<file path="src/rtl/mcy_mutation_sequencer_if.sv">
// Per-mutation result channel between the mutation sequencer and its consumer.
interface mcy_mutation_sequencer_if #(
  parameter int MUTSEL_W = 8
);
  // valid/ready: the master holds valid and every payload field stable until a cycle with
  // valid && ready (the handshake); valid drops the cycle after. ready may be driven freely.
  logic                result_valid_o;
  logic                result_ready_i;
  logic [MUTSEL_W-1:0] result_idx_o;
  logic                result_killed_o;
  logic                result_timeout_o;

  modport master (
    output result_valid_o, result_idx_o, result_killed_o, result_timeout_o,
    input  result_ready_i
  );

  modport slave (
    input  result_valid_o, result_idx_o, result_killed_o, result_timeout_o,
    output result_ready_i
  );
endinterface

</file>
<file path="src/rtl/mcy_mutation_sequencer.sv">
// Hardware loop for an MCY campaign: reset cores, run each mutation, classify it, report.
// Optional golden pre-run is compiled in with `define MCY_SEQ_GOLDEN_CHECK_EN.
module mcy_mutation_sequencer #(
  parameter int MUTSEL_W       = 8,
  parameter int NUM_MUTATIONS  = 16,
  parameter int RESET_CYCLES   = 8,
  parameter int TIMEOUT_CYCLES = 10000,
  parameter int TMO_W          = 32
) (
  input  logic                  clk_i,
  input  logic                  rst_ni,
  input  logic                  start_i,
  input  logic                  mismatch_i,
  input  logic                  test_done_i,
  output logic [MUTSEL_W-1:0]   mutsel_o,
  output logic                  core_rst_no,
  output logic                  fetch_enable_o,
  output logic                  busy_o,
  mcy_mutation_sequencer_if.master res,
  output logic [MUTSEL_W:0]     killed_count_o,
  output logic                  done_o,
  output logic                  golden_fail_o,
  output logic [2:0]            dbg_state_o
);

  if (NUM_MUTATIONS < 1 || NUM_MUTATIONS > (2 ** MUTSEL_W) - 1) begin : g_bad_num
    $error("NUM_MUTATIONS out of range for MUTSEL_W");
  end
  if (RESET_CYCLES < 1) begin : g_bad_rst
    $error("RESET_CYCLES must be >= 1");
  end
  if (TIMEOUT_CYCLES < 2 || longint'(TIMEOUT_CYCLES) >= (longint'(1) << TMO_W)) begin : g_bad_tmo
    $error("TIMEOUT_CYCLES out of range for TMO_W");
  end

  localparam int RST_W = $clog2(RESET_CYCLES + 1);
  localparam logic [MUTSEL_W-1:0] LAST_IDX = MUTSEL_W'(NUM_MUTATIONS);
  localparam logic [RST_W-1:0]    RST_LAST = RST_W'(RESET_CYCLES - 1);
  localparam logic [TMO_W-1:0]    TMO_LAST = TMO_W'(TIMEOUT_CYCLES - 1);

  typedef enum logic [2:0] {
    S_IDLE, S_RESET, S_RUN, S_REPORT, S_DONE
`ifdef MCY_SEQ_GOLDEN_CHECK_EN
    , S_GOLDEN
`endif
  } state_e;

  state_e              state_q, state_d;
  logic [RST_W-1:0]    rst_cnt_q, rst_cnt_d;
  logic [TMO_W-1:0]    run_cnt_q, run_cnt_d;
  logic [MUTSEL_W-1:0] mutsel_q, mutsel_d;
  logic                core_rst_n_q, core_rst_n_d;
  logic                fetch_en_q, fetch_en_d;
  logic                res_valid_q, res_valid_d;
  logic [MUTSEL_W-1:0] res_idx_q, res_idx_d;
  logic                res_killed_q, res_killed_d;
  logic                res_tmo_q, res_tmo_d;
  logic [MUTSEL_W:0]   killed_cnt_q, killed_cnt_d;
  logic                done_q, done_d;
  logic                tmo_hit;
`ifdef MCY_SEQ_GOLDEN_CHECK_EN
  logic                golden_q, golden_d;
  logic                gfail_q, gfail_d;
`endif

  assign tmo_hit = (run_cnt_q == TMO_LAST);

  always_comb begin
    state_d      = state_q;
    rst_cnt_d    = rst_cnt_q;
    run_cnt_d    = run_cnt_q;
    mutsel_d     = mutsel_q;
    core_rst_n_d = core_rst_n_q;
    fetch_en_d   = fetch_en_q;
    res_valid_d  = res_valid_q;
    res_idx_d    = res_idx_q;
    res_killed_d = res_killed_q;
    res_tmo_d    = res_tmo_q;
    killed_cnt_d = killed_cnt_q;
    done_d       = done_q;
`ifdef MCY_SEQ_GOLDEN_CHECK_EN
    golden_d     = golden_q;
    gfail_d      = gfail_q;
`endif
    unique case (state_q)
      S_IDLE, S_DONE: begin
        if (start_i) begin
          state_d      = S_RESET;
          rst_cnt_d    = '0;
          killed_cnt_d = '0;
          done_d       = 1'b0;
`ifdef MCY_SEQ_GOLDEN_CHECK_EN
          mutsel_d     = '0;
          golden_d     = 1'b1;
          gfail_d      = 1'b0;
`else
          mutsel_d     = MUTSEL_W'(1);
`endif
        end
      end
      S_RESET: begin
        if (rst_cnt_q == RST_LAST) begin
`ifdef MCY_SEQ_GOLDEN_CHECK_EN
          state_d    = golden_q ? S_GOLDEN : S_RUN;
`else
          state_d    = S_RUN;
`endif
          run_cnt_d    = '0;
          core_rst_n_d = 1'b1;
          fetch_en_d   = 1'b1;
        end else begin
          rst_cnt_d = rst_cnt_q + RST_W'(1);
        end
      end
      S_RUN: begin
        // Mismatch outranks test_done, which outranks the timeout.
        if (mismatch_i || test_done_i || tmo_hit) begin
          state_d      = S_REPORT;
          core_rst_n_d = 1'b0;
          fetch_en_d   = 1'b0;
          res_valid_d  = 1'b1;
          res_idx_d    = mutsel_q;
          res_killed_d = mismatch_i || !test_done_i;
          res_tmo_d    = !mismatch_i && !test_done_i;
        end else begin
          run_cnt_d = run_cnt_q + TMO_W'(1);
        end
      end
      S_REPORT: begin
        if (res.result_ready_i) begin
          res_valid_d  = 1'b0;
          killed_cnt_d = killed_cnt_q + (MUTSEL_W+1)'(res_killed_q);
          if (mutsel_q == LAST_IDX) begin
            state_d  = S_DONE;
            done_d   = 1'b1;
            mutsel_d = '0;
          end else begin
            state_d   = S_RESET;
            rst_cnt_d = '0;
            mutsel_d  = mutsel_q + MUTSEL_W'(1);
          end
        end
      end
`ifdef MCY_SEQ_GOLDEN_CHECK_EN
      S_GOLDEN: begin
        if (mismatch_i || (tmo_hit && !test_done_i)) begin
          state_d      = S_DONE;
          gfail_d      = 1'b1;
          done_d       = 1'b1;
          core_rst_n_d = 1'b0;
          fetch_en_d   = 1'b0;
        end else if (test_done_i) begin
          state_d      = S_RESET;
          rst_cnt_d    = '0;
          mutsel_d     = MUTSEL_W'(1);
          golden_d     = 1'b0;
          core_rst_n_d = 1'b0;
          fetch_en_d   = 1'b0;
        end else begin
          run_cnt_d = run_cnt_q + TMO_W'(1);
        end
      end
`endif
      default: state_d = S_IDLE;
    endcase
  end

  always_ff @(posedge clk_i or negedge rst_ni) begin
    if (!rst_ni) begin
      state_q      <= S_IDLE;
      rst_cnt_q    <= '0;
      run_cnt_q    <= '0;
      mutsel_q     <= '0;
      core_rst_n_q <= 1'b0;
      fetch_en_q   <= 1'b0;
      res_valid_q  <= 1'b0;
      res_idx_q    <= '0;
      res_killed_q <= 1'b0;
      res_tmo_q    <= 1'b0;
      killed_cnt_q <= '0;
      done_q       <= 1'b0;
`ifdef MCY_SEQ_GOLDEN_CHECK_EN
      golden_q     <= 1'b0;
      gfail_q      <= 1'b0;
`endif
    end else begin
      state_q      <= state_d;
      rst_cnt_q    <= rst_cnt_d;
      run_cnt_q    <= run_cnt_d;
      mutsel_q     <= mutsel_d;
      core_rst_n_q <= core_rst_n_d;
      fetch_en_q   <= fetch_en_d;
      res_valid_q  <= res_valid_d;
      res_idx_q    <= res_idx_d;
      res_killed_q <= res_killed_d;
      res_tmo_q    <= res_tmo_d;
      killed_cnt_q <= killed_cnt_d;
      done_q       <= done_d;
`ifdef MCY_SEQ_GOLDEN_CHECK_EN
      golden_q     <= golden_d;
      gfail_q      <= gfail_d;
`endif
    end
  end

  assign mutsel_o             = mutsel_q;
  assign core_rst_no          = core_rst_n_q;
  assign fetch_enable_o       = fetch_en_q;
  assign busy_o               = (state_q != S_IDLE) && (state_q != S_DONE);
  assign res.result_valid_o   = res_valid_q;
  assign res.result_idx_o     = res_idx_q;
  assign res.result_killed_o  = res_killed_q;
  assign res.result_timeout_o = res_tmo_q;
  assign killed_count_o       = killed_cnt_q;
  assign done_o               = done_q;
  assign dbg_state_o          = state_q;
`ifdef MCY_SEQ_GOLDEN_CHECK_EN
  assign golden_fail_o        = gfail_q;
`else
  assign golden_fail_o        = 1'b0;
`endif

endmodule

</file>
<file path="src/flat_wrapper.sv">
// flat-port wrapper written by rule: the top's interface ports become plain ports
module mcy_mutation_sequencer_flat 
#(
  parameter int MUTSEL_W       = 8,
  parameter int NUM_MUTATIONS  = 16,
  parameter int RESET_CYCLES   = 8,
  parameter int TIMEOUT_CYCLES = 10000,
  parameter int TMO_W          = 32
)
  (clk_i, rst_ni, start_i, mismatch_i, test_done_i, mutsel_o, core_rst_no, fetch_enable_o, busy_o, killed_count_o, done_o, golden_fail_o, dbg_state_o, res_result_valid_o, res_result_idx_o, res_result_killed_o, res_result_timeout_o, res_result_ready_i);
  mcy_mutation_sequencer_if #(.MUTSEL_W(MUTSEL_W)) res_i ();
  input  logic clk_i;
  input  logic rst_ni;
  input  logic start_i;
  input  logic mismatch_i;
  input  logic test_done_i;
  output logic [MUTSEL_W-1:0] mutsel_o;
  output logic core_rst_no;
  output logic fetch_enable_o;
  output logic busy_o;
  output logic [MUTSEL_W:0] killed_count_o;
  output logic done_o;
  output logic golden_fail_o;
  output logic [2:0] dbg_state_o;
  output wire logic [$bits(res_i.result_valid_o)-1:0] res_result_valid_o;
  output wire logic [$bits(res_i.result_idx_o)-1:0] res_result_idx_o;
  output wire logic [$bits(res_i.result_killed_o)-1:0] res_result_killed_o;
  output wire logic [$bits(res_i.result_timeout_o)-1:0] res_result_timeout_o;
  input wire logic [$bits(res_i.result_ready_i)-1:0] res_result_ready_i;
  assign res_result_valid_o = res_i.result_valid_o;
  assign res_result_idx_o = res_i.result_idx_o;
  assign res_result_killed_o = res_i.result_killed_o;
  assign res_result_timeout_o = res_i.result_timeout_o;
  assign res_i.result_ready_i = res_result_ready_i;
  mcy_mutation_sequencer #(.MUTSEL_W(MUTSEL_W), .NUM_MUTATIONS(NUM_MUTATIONS), .RESET_CYCLES(RESET_CYCLES), .TIMEOUT_CYCLES(TIMEOUT_CYCLES), .TMO_W(TMO_W)) u_core (.clk_i(clk_i), .rst_ni(rst_ni), .start_i(start_i), .mismatch_i(mismatch_i), .test_done_i(test_done_i), .mutsel_o(mutsel_o), .core_rst_no(core_rst_no), .fetch_enable_o(fetch_enable_o), .busy_o(busy_o), .res(res_i), .killed_count_o(killed_count_o), .done_o(done_o), .golden_fail_o(golden_fail_o), .dbg_state_o(dbg_state_o));
endmodule
</file>
<file path="config.mk">
export PLATFORM = sky130hd
export DESIGN_NAME = mcy_mutation_sequencer_flat
export DESIGN_NICKNAME = d
export VERILOG_FILES = /design/src/rtl/mcy_mutation_sequencer_if.sv /design/src/rtl/mcy_mutation_sequencer.sv /design/src/flat_wrapper.sv
export SDC_FILE = /design/constraint.sdc
export NUM_CORES = 1
export LEC_CHECK = 0
export BUFFER_PORTS_ARGS = -buffer_cell sky130_fd_sc_hd__buf_2
export CAP_MARGIN = 40
export CORE_MARGIN = 2
export CORE_UTILIZATION = 63
export DETAILED_ROUTE_END_ITERATION = 6
export HOLD_SLACK_MARGIN = 0.02
export PLACE_DENSITY = 0.9
export SYNTH_ARGS = -nofsm -noshare
export SYNTH_HDL_FRONTEND = slang
export SYNTH_SLANG_ARGS = --single-unit
</file>
<file path="constraint.sdc">
create_clock -name clk_i -period 3.72 [get_ports clk_i]
set_clock_uncertainty 0.2 [all_clocks]
set_input_delay 0.558 -clock clk_i [delete_from_list [all_inputs] [get_ports clk_i]]
set_output_delay 0.558 -clock clk_i [all_outputs]
set_load 0.02 [all_outputs]
</file>
=== Word level (Yosys, flattened, before mapping) ===
Cells that the tools add are included.

* Flip-flop bits (word level): 69
* Bits of input ports: 6
* Output and inout bits: 36
* Word-level logic and storage cells: 84

* Reduce and logical (&&, ||, !) cells: 22
* Equal/unequal tests: 16
* $add $sub $neg: 4
* Mux-type cells: 31

{| class="wikitable"
|+ Operators with widths
! kind !! count
|-
| two-way mux 32 bit || 2
|-
| case mux 32 bit (2 select lines) || 1
|-
| adder 32 x 1 -> 32 bit, second input constant || 1
|-
| == test 32 x 14 -> 1 bit, second input constant || 1
|-
| two-way mux 8 bit || 3
|-
| two-way mux 9 bit || 2
|-
| case mux 9 bit (2 select lines) || 1
|-
| two-way mux 4 bit || 4
|-
| case mux 8 bit (2 select lines) || 1
|-
| two-way mux 3 bit || 5
|-
| case mux 3 bit (4 select lines) || 1
|-
| case mux 4 bit (3 select lines) || 1
|-
| AND reduction 3 bit || 4
|-
| inequality test 2 bit, second input constant || 5
|-
| adder 9 x 1 -> 9 bit || 1
|-
| adder 8 x 1 -> 8 bit, second input constant || 1
|-
| == test 8 x 5 -> 1 bit, second input constant || 1
|-
| AND reduction 4 bit || 2
|-
| two-way mux 1 bit || 7
|-
| == test 3 x 2 -> 1 bit, second input constant || 2
|-
| inequality test 2 x 1 -> 1 bit, second input constant || 3
|-
| case mux 1 bit (2 select lines) || 3
|-
| nonzero test 2 bit || 3
|-
| nonzero test 3 bit || 2
|-
| other kinds (12) || 16
|}

=== Depth between registers and ports, before layout ===
* Depth after elaboration: 4
* Depth in mapped cells: 7
* Gate-level depth less buffers: 7

=== Worst setup path before layout ===
No wires, ideal clock.

* Kind: flip-flop to flip-flop
* Start: reg u_core.mutsel_q[0], in the netlist u_core.mutsel_o[0]
* End: reg u_core.mutsel_q[1], in the netlist u_core.mutsel_o[1]
* Path buffers: 0
* Cell stages (with the launch flop): 7
* Arrival time: 1.828 ns
* Path slack: 1.571 ns
* Data required time: 3.399 ns
* Setup time: 0.121 ns
* Clock period less this slack: 2.149 ns
* Cells stage by stage: dfrtp_1 > inv_1 > ha_1 > or3b_2 > o21ai_1 > nor2_1 > a22o_1

* Cells in the longest elaborated chain, start to end: 4
* Elaborated cells between the ends (all ways): 5
* Those cells by class: add/sub: 1; eq/ne: 1; mux: 3

{| class="wikitable"
|+ RTL lines
! what !! line !! RTL
|-
| start: declaration || mcy_mutation_sequencer.sv:51 || <nowiki>logic [MUTSEL_W-1:0] mutsel_q, mutsel_d;</nowiki>
|-
| start signal: assignment || mcy_mutation_sequencer.sv:190 || <nowiki>mutsel_q <= mutsel_d;</nowiki>
|-
| adder 8 x 1 -> 8 bit / == test 8 x 5 -> 1 bit (equally long branches) || mcy_mutation_sequencer.sv:140, mcy_mutation_sequencer.sv:133 ||
|-
| two-way mux 8 bit (*) || mcy_mutation_sequencer.sv:133 || <nowiki>if (mutsel_q == LAST_IDX) begin</nowiki>
|-
| two-way mux 8 bit (*) || mcy_mutation_sequencer.sv:130 || <nowiki>if (res.result_ready_i) begin</nowiki>
|-
| case mux 8 bit (2 select lines) (*) || mcy_mutation_sequencer.sv:85 || <nowiki>unique case (state_q)</nowiki>
|}

Every way passes the cells marked *; elsewhere a longest branch is shown, timed or not. The select of a mux whose other input is x is not followed.
A chain may end at the register's enable or synchronous reset.

=== Final worst setup path ===
* Start: reg u_core.state_q[1], in the netlist u_core.dbg_state_o[1]
* End: reg u_core.run_cnt_q[3]

* Cells in the longest elaborated chain, start to end: 3
* Elaborated cells between the ends (all ways): 7
* Those cells by class: eq/ne: 4; mux: 1; reduce/logical: 2

{| class="wikitable"
|+ RTL lines
! what !! line !! RTL
|-
| start: declaration || mcy_mutation_sequencer.sv:48 || <nowiki>state_e state_q, state_d;</nowiki>
|-
| start signal: assignment || mcy_mutation_sequencer.sv:187 || <nowiki>state_q <= state_d;</nowiki>
|-
| == test 3 x 2 -> 1 bit / == test 3 x 1 -> 1 bit (equally long branches) || mcy_mutation_sequencer.sv:85 ||
|-
| inequality test 2 bit (no line), or another cell as far along || - ||
|-
| AND reduction 3 bit (no line) || - ||
|-
| end signal: assignment || mcy_mutation_sequencer.sv:189 || <nowiki>run_cnt_q <= run_cnt_d;</nowiki>
|-
| end: declaration || mcy_mutation_sequencer.sv:50 || <nowiki>logic [TMO_W-1:0] run_cnt_q, run_cnt_d;</nowiki>
|}

Several ways; a longest one is shown, not always the timed one.

==> flow_summary.ini <==
[clock_network]
clk_latency_ns = 0.36
max-clock-path-buffers = 2
path_clk_slew_ns = 0.09
numClockSinks = 69
cts_tree = built
cts.repair.resized = 0
post_cts_buffers = 0
cts_buffers = 9
cts_hold_buf = 0
root_buffer = clkbuf_8
htree_levels = 3

[synth]
avgSynthCellArea_um2 = 9.60
synth_area_leaders = dfrtp_1 46%, nand2_1 4.4%, o21ai_0 3.4%
synth_ff_type = dfrtp_1
async_reset_ff_share_pct = 100
synth_fa_ha_area_share_pct = 1.98
ys_top_cells_by_count = 69 x dfrtp_1, 44 x nand2_1, 27 x nor2_1, 26 x o21ai_0, 22 x nand3_1
synth_xor_area_share_pct = 1.85
synth_top_area_cell = dfrtp_1
ys_ff_latch = 69
synth_area_um2 = 3790
synthSimpleGateAreaFrac_pct = 26.7
synth_fp_nets = 407
synth_most_common_cell = dfrtp_1
synth_cells = 395
synth-compound-area-share_pct = 17.0
ys_seq_area_share_pct = 45.5
synth_edf_count = 0
synth_top_family_by_area = simple AND/OR/NAND/NOR gates
netlist.area_leader.share_pct = 45.5
yosys_warnings = 0
synthMuxAreaShare_pct = 3.43
ys_types = 68

[floorplanning]
die_y_um = 81.6
fp.coreArea_um2 = 5890
fp-row-count = 28
start_util_pct = 64.4
io_pins = 42
dieArea_um2 = 6660
die_x_um = 81.6

[finish]
fill_cells = 390
drive_above_1_share_pct = 21.1
num_antenna_cells = 0
area_growth_pct = 12.0
final_cells = 515
nets = 447

[global_routing]
overflow = 0
grt_pass1_wl_mm = 15.0
track_usage_pct = 29.6
grt_max_degree = 27
antenna_found_initial = 0
grt_pass1_vias = 3137

[pwr]
netSwitchingPower_mw = 0.779
p_int_mw = 1.36
irDropWorstVdd_uv = 412
combPwrFrac_pct = 25.8
power_frac_seq_pct = 43.9
p_leak_nw = 2.10
p_sw_share_pct = 36.4
power.density_nw_per_um2 = 504
clkPwrFrac_pct = 30.3

[placement]
gp_congestion = 0.920
dp_hpwl_mm = 6.13
portBuffers = 40
place_inst = 499

[critical_path]
crit_slowest_cell = o211a_2
critPathMaxFanout = 26
crit_type = reg2reg
arrival_ns = 2.73
cp-start-kind = flip-flop
r2r-end = u_core.run_cnt_q[3]$_DFFE_PN0P_
required_ns = 3.76
worst-r2r-setup-slack_ns = 1.03
r2r-start = u_core.dbg_state_o[1]$_DFFE_PN0P_
end_kind = flip-flop
crit_chain = nor3b_2, buf_4, o211a_2, nor2_2, a221o_1
crit_buf_inv = 1
crit_family = compound AO/OA/AOI/OAI gates
reg2regPathDepth = 5
max_stage_delay_ns = 0.62

[sta]
finalHoldViolCount = 0
slew_violations = 0
rsz0062_at_grt = false
tns_ns = 0
setup-violations-final = 0
post-route-period-util_pct = 72.3
period_needed_ns = 2.69
tightest_slew_ns = 0.880
clock.fmax_mhz = 372
max_slew_margin_pct = 40.8

[route]
vias = 3397
routed_via_density = 6.60
wl_per_cell_um = 18.2
drt-total-wl_mm = 9.37
final_antenna_net_count = 0
drc = 0
drt-initial-drc-count = 409
drt_pass1_iterations = 5

[hold_path]
holdCritPathClass = in2async

[status]
outcome = completed

[job]
max_cap_viol_count = 0
[cell usage in the layout (no fill, tap or decap), types with 3 or more instances in the layout]
master	instances
dfrtp_1	69
nand2_1	44
buf_2	40
nor2_1	27
o21ai_0	26
nand3_1	22
and3_1	20
a31oi_1	17
a21oi_1	17
nor3_1	13
clkbuf_8	10
a211o_1	8
mux2_2	8
nor4_1	7
inv_1	6
nand4_1	6
nor3b_1	6
ha_1	6
xnor2_1	5
mux2i_1	4
buf_4	4
or2_2	3
a21o_1	3
o21ai_1	3
a41oi_1	3
xor2_1	3
o21a_1	3
clkinvlp_4	3
[layer usage]
metal	global-route usage (%)	vias up	routed length [um]
met5	0	-	0
met1	40.1	1655	3990
li1	-	1560	-
met2	47.0	159	4600
met4	13.0	0	206
met3	5.27	23	573
[cells by family (layout without fill, tap and decap cells)]
group,after synthesis,after routing
AND/OR/NAND/NOR,178,178
other,1,1
flip-flops,69,69
buffers and inverters,23,68
AO/OA/AOI/OAI,98,98
XOR/XNOR,8,8
multiplexers,12,12
adder cells (fa/ha/maj),6,6
[worst reg2reg max path: stages (launching register included)]
cell and delay (ns):
dfrtp_1 0.57, nor3b_2 0.23, buf_4 0.30, o211a_2 0.62
nor2_2 0.24, a221o_1 0.41
[cell type report]
cell class / count / area [um2] / share of cell area, %
repair buffers: 45 / 258 / 6.07
clock inverters: 6 / 70.1 / 1.65
well taps: 75 / 93.8 / 2.21
flip-flops and latches: 69 / 1730 / 40.6
inverters: 7 / 26.3 / 0.618
multi-input cells: 303 / 1940 / 45.6
clock buffers: 10 / 138 / 3.24
[registers in the layout, indices dropped and copies added (netlist names)]
name / count
u_core.mutsel_o: 8
u_core.run_cnt_q: 32
u_core.killed_count_o: 9
u_core.res.result_valid_o: 1
u_core.done_o: 1
u_core.rst_cnt_q: 4
u_core.dbg_state_o: 3
u_core.res.result_idx_o: 8
u_core.fetch_enable_o: 1
u_core.res.result_killed_o: 1
u_core.res.result_timeout_o: 1
[worst max-delay path by stage]
stage	depth (start not counted)	start	slack (ns)	endpoint
2_1_floorplan	6	u_core.mutsel_o[0]$_DFFE_PN0P_	1.57	u_core.mutsel_o[1]$_DFFE_PN0P_
6_report	5	u_core.dbg_state_o[1]$_DFFE_PN0P_	1.03	u_core.run_cnt_q[3]$_DFFE_PN0P_
3_3_place_gp	5	test_done_i	1.15	u_core.run_cnt_q[3]$_DFFE_PN0P_
3_5_place_dp	5	test_done_i	1.08	u_core.run_cnt_q[3]$_DFFE_PN0P_
4_1_cts	6	u_core.run_cnt_q[1]$_DFFE_PN0P_	1.06	u_core.run_cnt_q[1]$_DFFE_PN0P_
5_1_grt	6	u_core.run_cnt_q[0]$_DFFE_PN0P_	0.87	u_core.run_cnt_q[1]$_DFFE_PN0P_
[power by group through the flow]
| stage | clock [mW] | sequential, mW | combinational (mW) |
|---|---|---|---|
| 5_1_grt | 0.684 | 0.951 | 0.615 |
| 6_report | 0.649 | 0.940 | 0.551 |
| 4_1_cts | 0.648 | 0.935 | 0.552 |
| 3_5_place_dp | 0 | 0.946 | 0.548 |
| 3_3_place_gp | 0 | 0.936 | 0.518 |
| 2_1_floorplan | 0 | 0.992 | 0.325 |
[per-stage QoR]
step | power [mW] | utilization, % | hold WS, ns | worst slack (ns) | cell area [um2]
floorplan | 1.32 | - | 0.0624 | 1.57 | 3790
global placement | 1.45 | 68.2 | 0.259 | 1.15 | 4010
detailed placement | 1.49 | 68.7 | 0.275 | 1.08 | 4040
CTS | 2.14 | 72.2 | 0.0291 | 1.06 | 4250
global route | 2.25 | 72.2 | 0.0628 | 0.871 | 4250
finish | 2.14 | 72.2 | 0.0228 | 1.03 | 4250
No activity file was read; power rests on OpenSTA's default activity.
